`config.mk`:
```
export PLATFORM = sky130hd
export DESIGN_NAME = matmul_job_sequencer
export DESIGN_NICKNAME = d
export VERILOG_FILES = /design/src/rtl/matmul_seq_pkg.sv /design/src/rtl/job_fifo.sv /design/src/rtl/matmul_job_sequencer.sv
export SDC_FILE = /design/constraint.sdc
export NUM_CORES = 1
export LEC_CHECK = 0
export ABC_CLOCK_PERIOD_IN_PS = 3300
export BUFFER_PORTS_ARGS = -buffer_cell sky130_fd_sc_hd__buf_4
export CELL_PAD_IN_SITES_DETAIL_PLACEMENT = 1
export CELL_PAD_IN_SITES_GLOBAL_PLACEMENT = 1
export CORE_MARGIN = 5
export CORE_UTILIZATION = 49
export DETAILED_ROUTE_END_ITERATION = 6
export PLACE_DENSITY_LB_ADDON = 0.1
export SLEW_MARGIN = 20
export SYNTH_ARGS = -nofsm -noshare
export SYNTH_HDL_FRONTEND = slang
export SYNTH_SLANG_ARGS = --single-unit
```
`constraint.sdc`:
```
create_clock -name clk -period 3.3 [get_ports clk]
set_clock_uncertainty 0.1 [all_clocks]
set_input_delay 0.66 -clock clk [delete_from_list [all_inputs] [get_ports clk]]
set_output_delay 0.66 -clock clk [all_outputs]
set_load 0.02 [all_outputs]
```
`src/rtl/matmul_seq_pkg.sv`:
```
// Shared types for the matmul job sequencer: FSM state encoding and the queued job descriptor.
// Descriptor fields are sized for the widest supported configuration; unused upper bits stay zero.
package matmul_seq_pkg;

  localparam int MAX_DIM_BITS  = 16;
  localparam int MAX_ADDR_BITS = 32;

  typedef enum logic [1:0] {
    IDLE   = 2'd0,
    LAUNCH = 2'd1,
    WAIT   = 2'd2,
    RETIRE = 2'd3
  } seq_state_e;

  typedef struct packed {
    logic [MAX_DIM_BITS-1:0]  m;
    logic [MAX_DIM_BITS-1:0]  n;
    logic [MAX_DIM_BITS-1:0]  k;
    logic [MAX_ADDR_BITS-1:0] addr_in1;
    logic [MAX_ADDR_BITS-1:0] addr_in2;
    logic [MAX_ADDR_BITS-1:0] addr_out;
  } job_desc_t;

  // A descriptor with any empty dimension cannot be run by the core.
  function automatic logic has_zero_dim(input job_desc_t d);
    return (d.m == '0) || (d.n == '0) || (d.k == '0);
  endfunction

endpackage

```
`src/rtl/job_fifo.sv`:
```
// Synchronous descriptor FIFO; full/empty are registered from the next occupancy.
// Pushes while full and pops while empty are dropped.
module job_fifo #(
  parameter int WIDTH = 8,
  parameter int DEPTH = 4
) (
  input  logic                     clk,
  input  logic                     rst,
  input  logic                     push,
  input  logic [WIDTH-1:0]         wr_data,
  input  logic                     pop,
  output logic [WIDTH-1:0]         rd_data,
  output logic                     full,
  output logic                     empty,
  output logic [$clog2(DEPTH):0]   count
);

  localparam int PW = $clog2(DEPTH);
  localparam int CW = PW + 1;

  logic [WIDTH-1:0] mem [DEPTH];
  logic [PW-1:0]    wr_ptr;
  logic [PW-1:0]    rd_ptr;
  logic [CW-1:0]    count_next;
  logic             push_ok;
  logic             pop_ok;

  assign push_ok = push && !full;
  assign pop_ok  = pop && !empty;
  assign rd_data = mem[rd_ptr];

  always_comb begin
    count_next = count;
    case ({push_ok, pop_ok})
      2'b10:   count_next = count + 1'b1;
      2'b01:   count_next = count - 1'b1;
      default: count_next = count;
    endcase
  end

  // Pointers wrap naturally because DEPTH is a power of two.
  always_ff @(posedge clk) begin
    if (rst) begin
      wr_ptr <= '0;
      rd_ptr <= '0;
      count  <= '0;
      full   <= 1'b0;
      empty  <= 1'b1;
    end else begin
      if (push_ok) wr_ptr <= wr_ptr + 1'b1;
      if (pop_ok)  rd_ptr <= rd_ptr + 1'b1;
      count <= count_next;
      full  <= (count_next == CW'(DEPTH));
      empty <= (count_next == '0);
    end
  end

  always_ff @(posedge clk) begin
    if (push_ok) mem[wr_ptr] <= wr_data;
  end

endmodule

```
`src/rtl/matmul_job_sequencer.sv`:
```
// Queues matmul job descriptors and launches them one at a time on the systolic core.
// Optional PERF_CNT_EN adds a cycle_count port reporting the WAIT length of the last job.
module matmul_job_sequencer
  import matmul_seq_pkg::*;
#(
  parameter int MAT_SIZE_BITS = 4,
  parameter int BRAM_DEPTH    = 10,
  parameter int JOB_DEPTH     = 4,
  parameter int TIMEOUT_BITS  = 16
) (
  input  logic                     clk,
  input  logic                     rst,
  input  logic                     job_valid,
  output logic                     job_ready,
  input  logic [MAT_SIZE_BITS-1:0] job_m,
  input  logic [MAT_SIZE_BITS-1:0] job_n,
  input  logic [MAT_SIZE_BITS-1:0] job_k,
  input  logic [BRAM_DEPTH-1:0]    job_addr_in1,
  input  logic [BRAM_DEPTH-1:0]    job_addr_in2,
  input  logic [BRAM_DEPTH-1:0]    job_addr_out,
  input  logic                     go,
  input  logic                     auto_run,
  output logic                     core_start,
  output logic [MAT_SIZE_BITS-1:0] core_m,
  output logic [MAT_SIZE_BITS-1:0] core_n,
  output logic [MAT_SIZE_BITS-1:0] core_k,
  output logic [BRAM_DEPTH-1:0]    core_addr_in1,
  output logic [BRAM_DEPTH-1:0]    core_addr_in2,
  output logic [BRAM_DEPTH-1:0]    core_addr_out,
  input  logic                     core_done,
  input  logic                     core_err,
  output logic                     busy,
  output logic [7:0]               jobs_done,
  output logic                     err_sticky,
  output logic                     timeout
`ifdef PERF_CNT_EN
  ,
  output logic [31:0]              cycle_count
`endif
);

  localparam logic [1:0] ST_IDLE   = IDLE;
  localparam logic [1:0] ST_LAUNCH = LAUNCH;
  localparam logic [1:0] ST_WAIT   = WAIT;
  localparam logic [1:0] ST_RETIRE = RETIRE;
  localparam int         CW        = $clog2(JOB_DEPTH) + 1;

  logic [1:0]              state;
  logic                    armed;
  logic [TIMEOUT_BITS-1:0] watchdog;
  logic [TIMEOUT_BITS-1:0] watchdog_inc;
  logic                    watchdog_expired;
  job_desc_t               push_desc;
  job_desc_t               head_desc;
  logic                    push_fire;
  logic                    pop_fire;
  logic                    full;
  logic                    empty;
  logic [CW-1:0]           occupancy;
  logic                    queue_drains;
  logic                    unused_desc;

  assign job_ready        = !full;
  assign push_fire        = job_valid && job_ready;
  assign pop_fire         = (state == ST_RETIRE);
  assign busy             = (state != ST_IDLE);
  assign watchdog_inc     = watchdog + 1'b1;
  assign watchdog_expired = (watchdog_inc == '1);
  assign queue_drains     = (occupancy == CW'(1)) && !push_fire;
  // Upper descriptor bits are always zero; fold them so nothing dangles.
  assign unused_desc      = ^head_desc;

  always_comb begin
    push_desc          = '0;
    push_desc.m        = MAX_DIM_BITS'(job_m);
    push_desc.n        = MAX_DIM_BITS'(job_n);
    push_desc.k        = MAX_DIM_BITS'(job_k);
    push_desc.addr_in1 = MAX_ADDR_BITS'(job_addr_in1);
    push_desc.addr_in2 = MAX_ADDR_BITS'(job_addr_in2);
    push_desc.addr_out = MAX_ADDR_BITS'(job_addr_out);
  end

  job_fifo #(
    .WIDTH ($bits(job_desc_t)),
    .DEPTH (JOB_DEPTH)
  ) u_fifo (
    .clk     (clk),
    .rst     (rst),
    .push    (push_fire),
    .wr_data (push_desc),
    .pop     (pop_fire),
    .rd_data (head_desc),
    .full    (full),
    .empty   (empty),
    .count   (occupancy)
  );

  // Armed is cleared only when the retiring job leaves the queue empty.
  always_ff @(posedge clk) begin
    if (rst) begin
      armed <= 1'b0;
    end else if (state == ST_RETIRE && armed && queue_drains) begin
      armed <= 1'b0;
    end else if (go) begin
      armed <= 1'b1;
    end
  end

  always_ff @(posedge clk) begin
    if (rst) begin
      state         <= ST_IDLE;
      core_start    <= 1'b0;
      core_m        <= '0;
      core_n        <= '0;
      core_k        <= '0;
      core_addr_in1 <= '0;
      core_addr_in2 <= '0;
      core_addr_out <= '0;
      jobs_done     <= '0;
      err_sticky    <= 1'b0;
      timeout       <= 1'b0;
      watchdog      <= '0;
    end else begin
      core_start <= 1'b0;
      case (state)
        ST_IDLE: begin
          if (!empty && (auto_run || armed)) state <= ST_LAUNCH;
        end
        ST_LAUNCH: begin
          core_m        <= head_desc.m[MAT_SIZE_BITS-1:0];
          core_n        <= head_desc.n[MAT_SIZE_BITS-1:0];
          core_k        <= head_desc.k[MAT_SIZE_BITS-1:0];
          core_addr_in1 <= head_desc.addr_in1[BRAM_DEPTH-1:0];
          core_addr_in2 <= head_desc.addr_in2[BRAM_DEPTH-1:0];
          core_addr_out <= head_desc.addr_out[BRAM_DEPTH-1:0];
          watchdog      <= '0;
          if (has_zero_dim(head_desc)) begin
            err_sticky <= 1'b1;
            state      <= ST_RETIRE;
          end else begin
            core_start <= 1'b1;
            state      <= ST_WAIT;
          end
        end
        ST_WAIT: begin
          watchdog <= watchdog_inc;
          // A completion landing on the expiry cycle wins over the watchdog.
          if (core_done) begin
            if (core_err) err_sticky <= 1'b1;
            state <= ST_RETIRE;
          end else if (watchdog_expired) begin
            timeout    <= 1'b1;
            err_sticky <= 1'b1;
            state      <= ST_RETIRE;
          end
        end
        ST_RETIRE: begin
          jobs_done <= jobs_done + 8'd1;
          state     <= ST_IDLE;
        end
        default: state <= ST_IDLE;
      endcase
    end
  end

`ifdef PERF_CNT_EN
  logic [31:0] perf_cnt;

  always_ff @(posedge clk) begin
    if (rst) begin
      perf_cnt    <= '0;
      cycle_count <= '0;
    end else begin
      case (state)
        ST_LAUNCH: perf_cnt <= '0;
        ST_WAIT:   if (perf_cnt != '1) perf_cnt <= perf_cnt + 32'd1;
        ST_RETIRE: cycle_count <= perf_cnt;
        default:   perf_cnt <= perf_cnt;
      endcase
    end
  end
`endif

endmodule

```
==> flow_metrics.py <==
metrics = {
    "status": {
        "status": "finished, final reports clean",
    },
    "sta": {
        "rsz0062_at_grt": "no",
        "finalSetupViolations": 0,
        "post-route-min-period_ns": 2.61,
        "finalCritPeriodShare": 0.792,
        "fin_tns_setup_ns": 0,
        "maxSlewViolCount": 0,
        "finalHoldViolCount": 0,
        "relSlewSlack": 0.479,
        "max_freq_mhz": 383,
        "worst_slew_pin_slew_ns": 0.780,
        "timing.final.ws_setup_ns": 0.686,
    },
    "drt": {
        "drc": 0,
        "wire_per_inst_microns": 20.7,
        "via_count": 5741,
        "antenna_left": 0,
        "drtIter0Drc": 260,
        "via_per_inst": 5.54,
        "drtPass1Iterations": 5,
        "totalWireLength_mm": 21.5,
    },
    "worst_setup_path": {
        "worst_path_dominant_cell_family": "adder cells",
        "crit_buf_inv": 2,
        "critPathKind": "reg2reg",
        "end_kind": "register",
        "path_max_fanout": 8,
        "worstPathRequired_ns": 3.66,
        "critPathMaxStageDelay_ns": 0.42,
        "worst_path_max_delay_cell": "dfxtp_1",
        "startpoint_type": "register",
        "path_cells": "ha_1 -> nor2b_1 -> inv_1 -> ha_1 -> inv_1 -> a21oi_1 -> a311oi_1 -> o21a_1",
        "arrival_ns": 2.98,
    },
    "placement": {
        "pre_cts_slack_ns": 0.706,
        "dp_hpwl_mm": 13.6,
        "portBuffers": 103,
        "place_congestion": 0.790,
    },
    "power_and_ir_drop": {
        "clkPwrFrac": 0.360,
        "sw_frac_of_total": 0.267,
        "ir_drop_mv": 0.413,
        "power_frac_comb": 0.182,
        "pwr_density_cell_nw_per_um2": 691,
        "power_switching_mw": 2.18,
        "p_int_mw": 5.97,
        "leakage_nw": 4.15,
        "pwr-share-seq": 0.458,
    },
    "clock_tree": {
        "cts_tree": "done",
        "cts.sinks": 251,
        "cts_root_buf": "clkbuf_16",
        "clk_path_buf_depth": 3,
        "post_cts_buffers": 0,
        "ctsHoldBuffers": 0,
        "numCtsBuffers": 26,
        "cts.clk_slew.worst_paths_ns": 0.06,
        "cts_resized": 0,
        "insertion_delay_ns": 0.53,
        "cts.htree.levels": 1,
    },
    "floorplanning": {
        "num_rows": 51,
        "die_area_sq_um": 22900,
        "die_w_microns": 151,
        "core-area_sq_um": 19600,
        "die_y_microns": 151,
        "start_util": 0.500,
        "io_pins": 104,
    },
    "layout": {
        "diodes": 0,
        "layout_common_cells": "168 x edfxtp_1, 112 x buf_4, 84 x nor2_1",
        "area_delta_synth_final_pct": 20.4,
        "nFillCells": 1859,
        "final_nets": 818,
        "drive_gt1_frac": 0.264,
        "final_common_cell": "edfxtp_1",
    },
    "min_path": {
        "hold_path_class": "in2reg",
    },
    "yosys": {
        "synthFlopType": "edfxtp_1",
        "syn_area_sq_um": 9790,
        "postSynthAreaPerCell_sq_um": 15.3,
        "synth_edf_count": 168,
        "yosysSeqAreaShare": 0.685,
        "yosys_warnings": 0,
        "synth_cell_types": 51,
        "ys_seq_elements": 251,
        "syn_nets": 705,
        "async_reset_ff_frac": 0,
        "syn_inst": 640,
    },
    "run": {
        "maxCapViolations": 0,
    },
    "global_route": {
        "grt_pass1_vias": 6101,
        "antenna_found_initial": 0,
        "globalRoute.totalOverflow": 0,
        "track_usage": 0.190,
        "grt_max_degree": 60,
        "grt_pass1_wl_mm": 33.8,
    },
}
## synth_stat cells (13+ instances only)
cell / instances / area (sq um)
clkbuf_1: 16 / 60.1
mux4_2: 37 / 833
a21oi_1: 24 / 120
edfxtp_1: 168 / 5040
ha_1: 16 / 200
nor4_1: 13 / 81.3
inv_1: 20 / 75.1
nor2_1: 84 / 315
mux2i_1: 45 / 450
nand2_1: 20 / 75.1
o21ai_0: 13 / 65.1
dfxtp_1: 83 / 1660
## logic make-up (layout without fill, tap and decap cells)
group                    count (synthesis)  in the layout  share of synthesized area
multiplexers                            87             87                      0.145
buffers and inverters                   52            184                     0.0229
flip-flops                             251            251                      0.685
adder cells (fa/ha/maj)                 16             16                     0.0205
AO/OA/AOI/OAI                           63             63                     0.0400
XOR/XNOR                                11             11                    0.00985
AND/OR/NAND/NOR                        160            160                     0.0768
## worst paths after layout
kind | start | end | slack, ns | cells after the start
max | state[0]$_SDFFE_PP0P_ | u_fifo.full$_SDFF_PP0_ | 0.69 | 8
min | job_addr_out[8] | u_fifo.mem[1][8]$_DFFE_PP_ | 0.23 | 1
max reg2reg | state[0]$_SDFFE_PP0P_ | u_fifo.full$_SDFF_PP0_ | 0.69 | 8
min reg2reg | timeout$_SDFFE_PP0P_ | timeout$_SDFFE_PP0P_ | 0.38 | 2
## worst reg2reg max path: stages (launching register included)
cell and delay [ns]:
dfxtp_1 0.42, ha_1 0.38, nor2b_1 0.35, inv_1 0.10, ha_1 0.35, inv_1 0.15, a21oi_1 0.08, a311oi_1 0.42
o21a_1 0.20
## routing by layer
| metal | vias to the layer above | GRT usage | routed length (microns) |
|---|---|---|---|
| li1 | 2647 | - | - |
| met1 | 2935 | 0.247 | 9170 |
| met2 | 130 | 0.340 | 11100 |
| met3 | 29 | 0.0296 | 925 |
| met4 | 0 | 0.0381 | 310 |
| met5 | - | 0 | 0 |
## stage by stage
stage / util / hold WS (ns) / power, mW / instance area, sq um / instances
after floorplan: - / 0.371 / 4.70 / 9790 / 640
after global placement: 0.557 / 0.361 / 5.22 / 10900 / 990
after detailed placement: 0.557 / 0.367 / 5.28 / 10900 / 990
after CTS: 0.602 / 0.209 / 8.24 / 11800 / 1037
after global routing: 0.602 / 0.208 / 8.52 / 11800 / 1037
final: 0.602 / 0.230 / 8.14 / 11800 / 1037
## flip-flops by register name, summed over array words and instances (netlist names), named ones only
signal,cells
armed,1
core_addr_in1,10
core_addr_in2,10
core_addr_out,10
core_k,4
core_m,4
core_n,4
core_start,1
err_sticky,1
jobs_done,8
state,2
timeout,1
u_fifo.count,3
u_fifo.empty,1
u_fifo.full,1
u_fifo.mem,168
u_fifo.rd_ptr,2
u_fifo.wr_ptr,2
watchdog,16
## power by group through the flow
stage / clock [mW] / combinational [mW] / sequential [mW]
2_1_floorplan: 0 / 0.802 / 3.90
3_3_place_gp: 0 / 1.44 / 3.78
3_5_place_dp: 0 / 1.49 / 3.79
4_1_cts: 3.00 / 1.50 / 3.73
5_1_grt: 3.15 / 1.61 / 3.75
6_report: 2.93 / 1.48 / 3.73
## area by class of cell
| class | count | area [sq um] | area share |
|---|---|---|---|
| clock buffers | 35 | 706 | 0.0599 |
| inverters | 21 | 78.8 | 0.00669 |
| multi-input cells | 337 | 2870 | 0.244 |
| flip-flops and latches | 251 | 6710 | 0.569 |
| well taps | 265 | 332 | 0.0281 |
| clock inverters | 12 | 164 | 0.0139 |
| repair buffers | 116 | 921 | 0.0781 |
(Power assumes the default switching activity.)
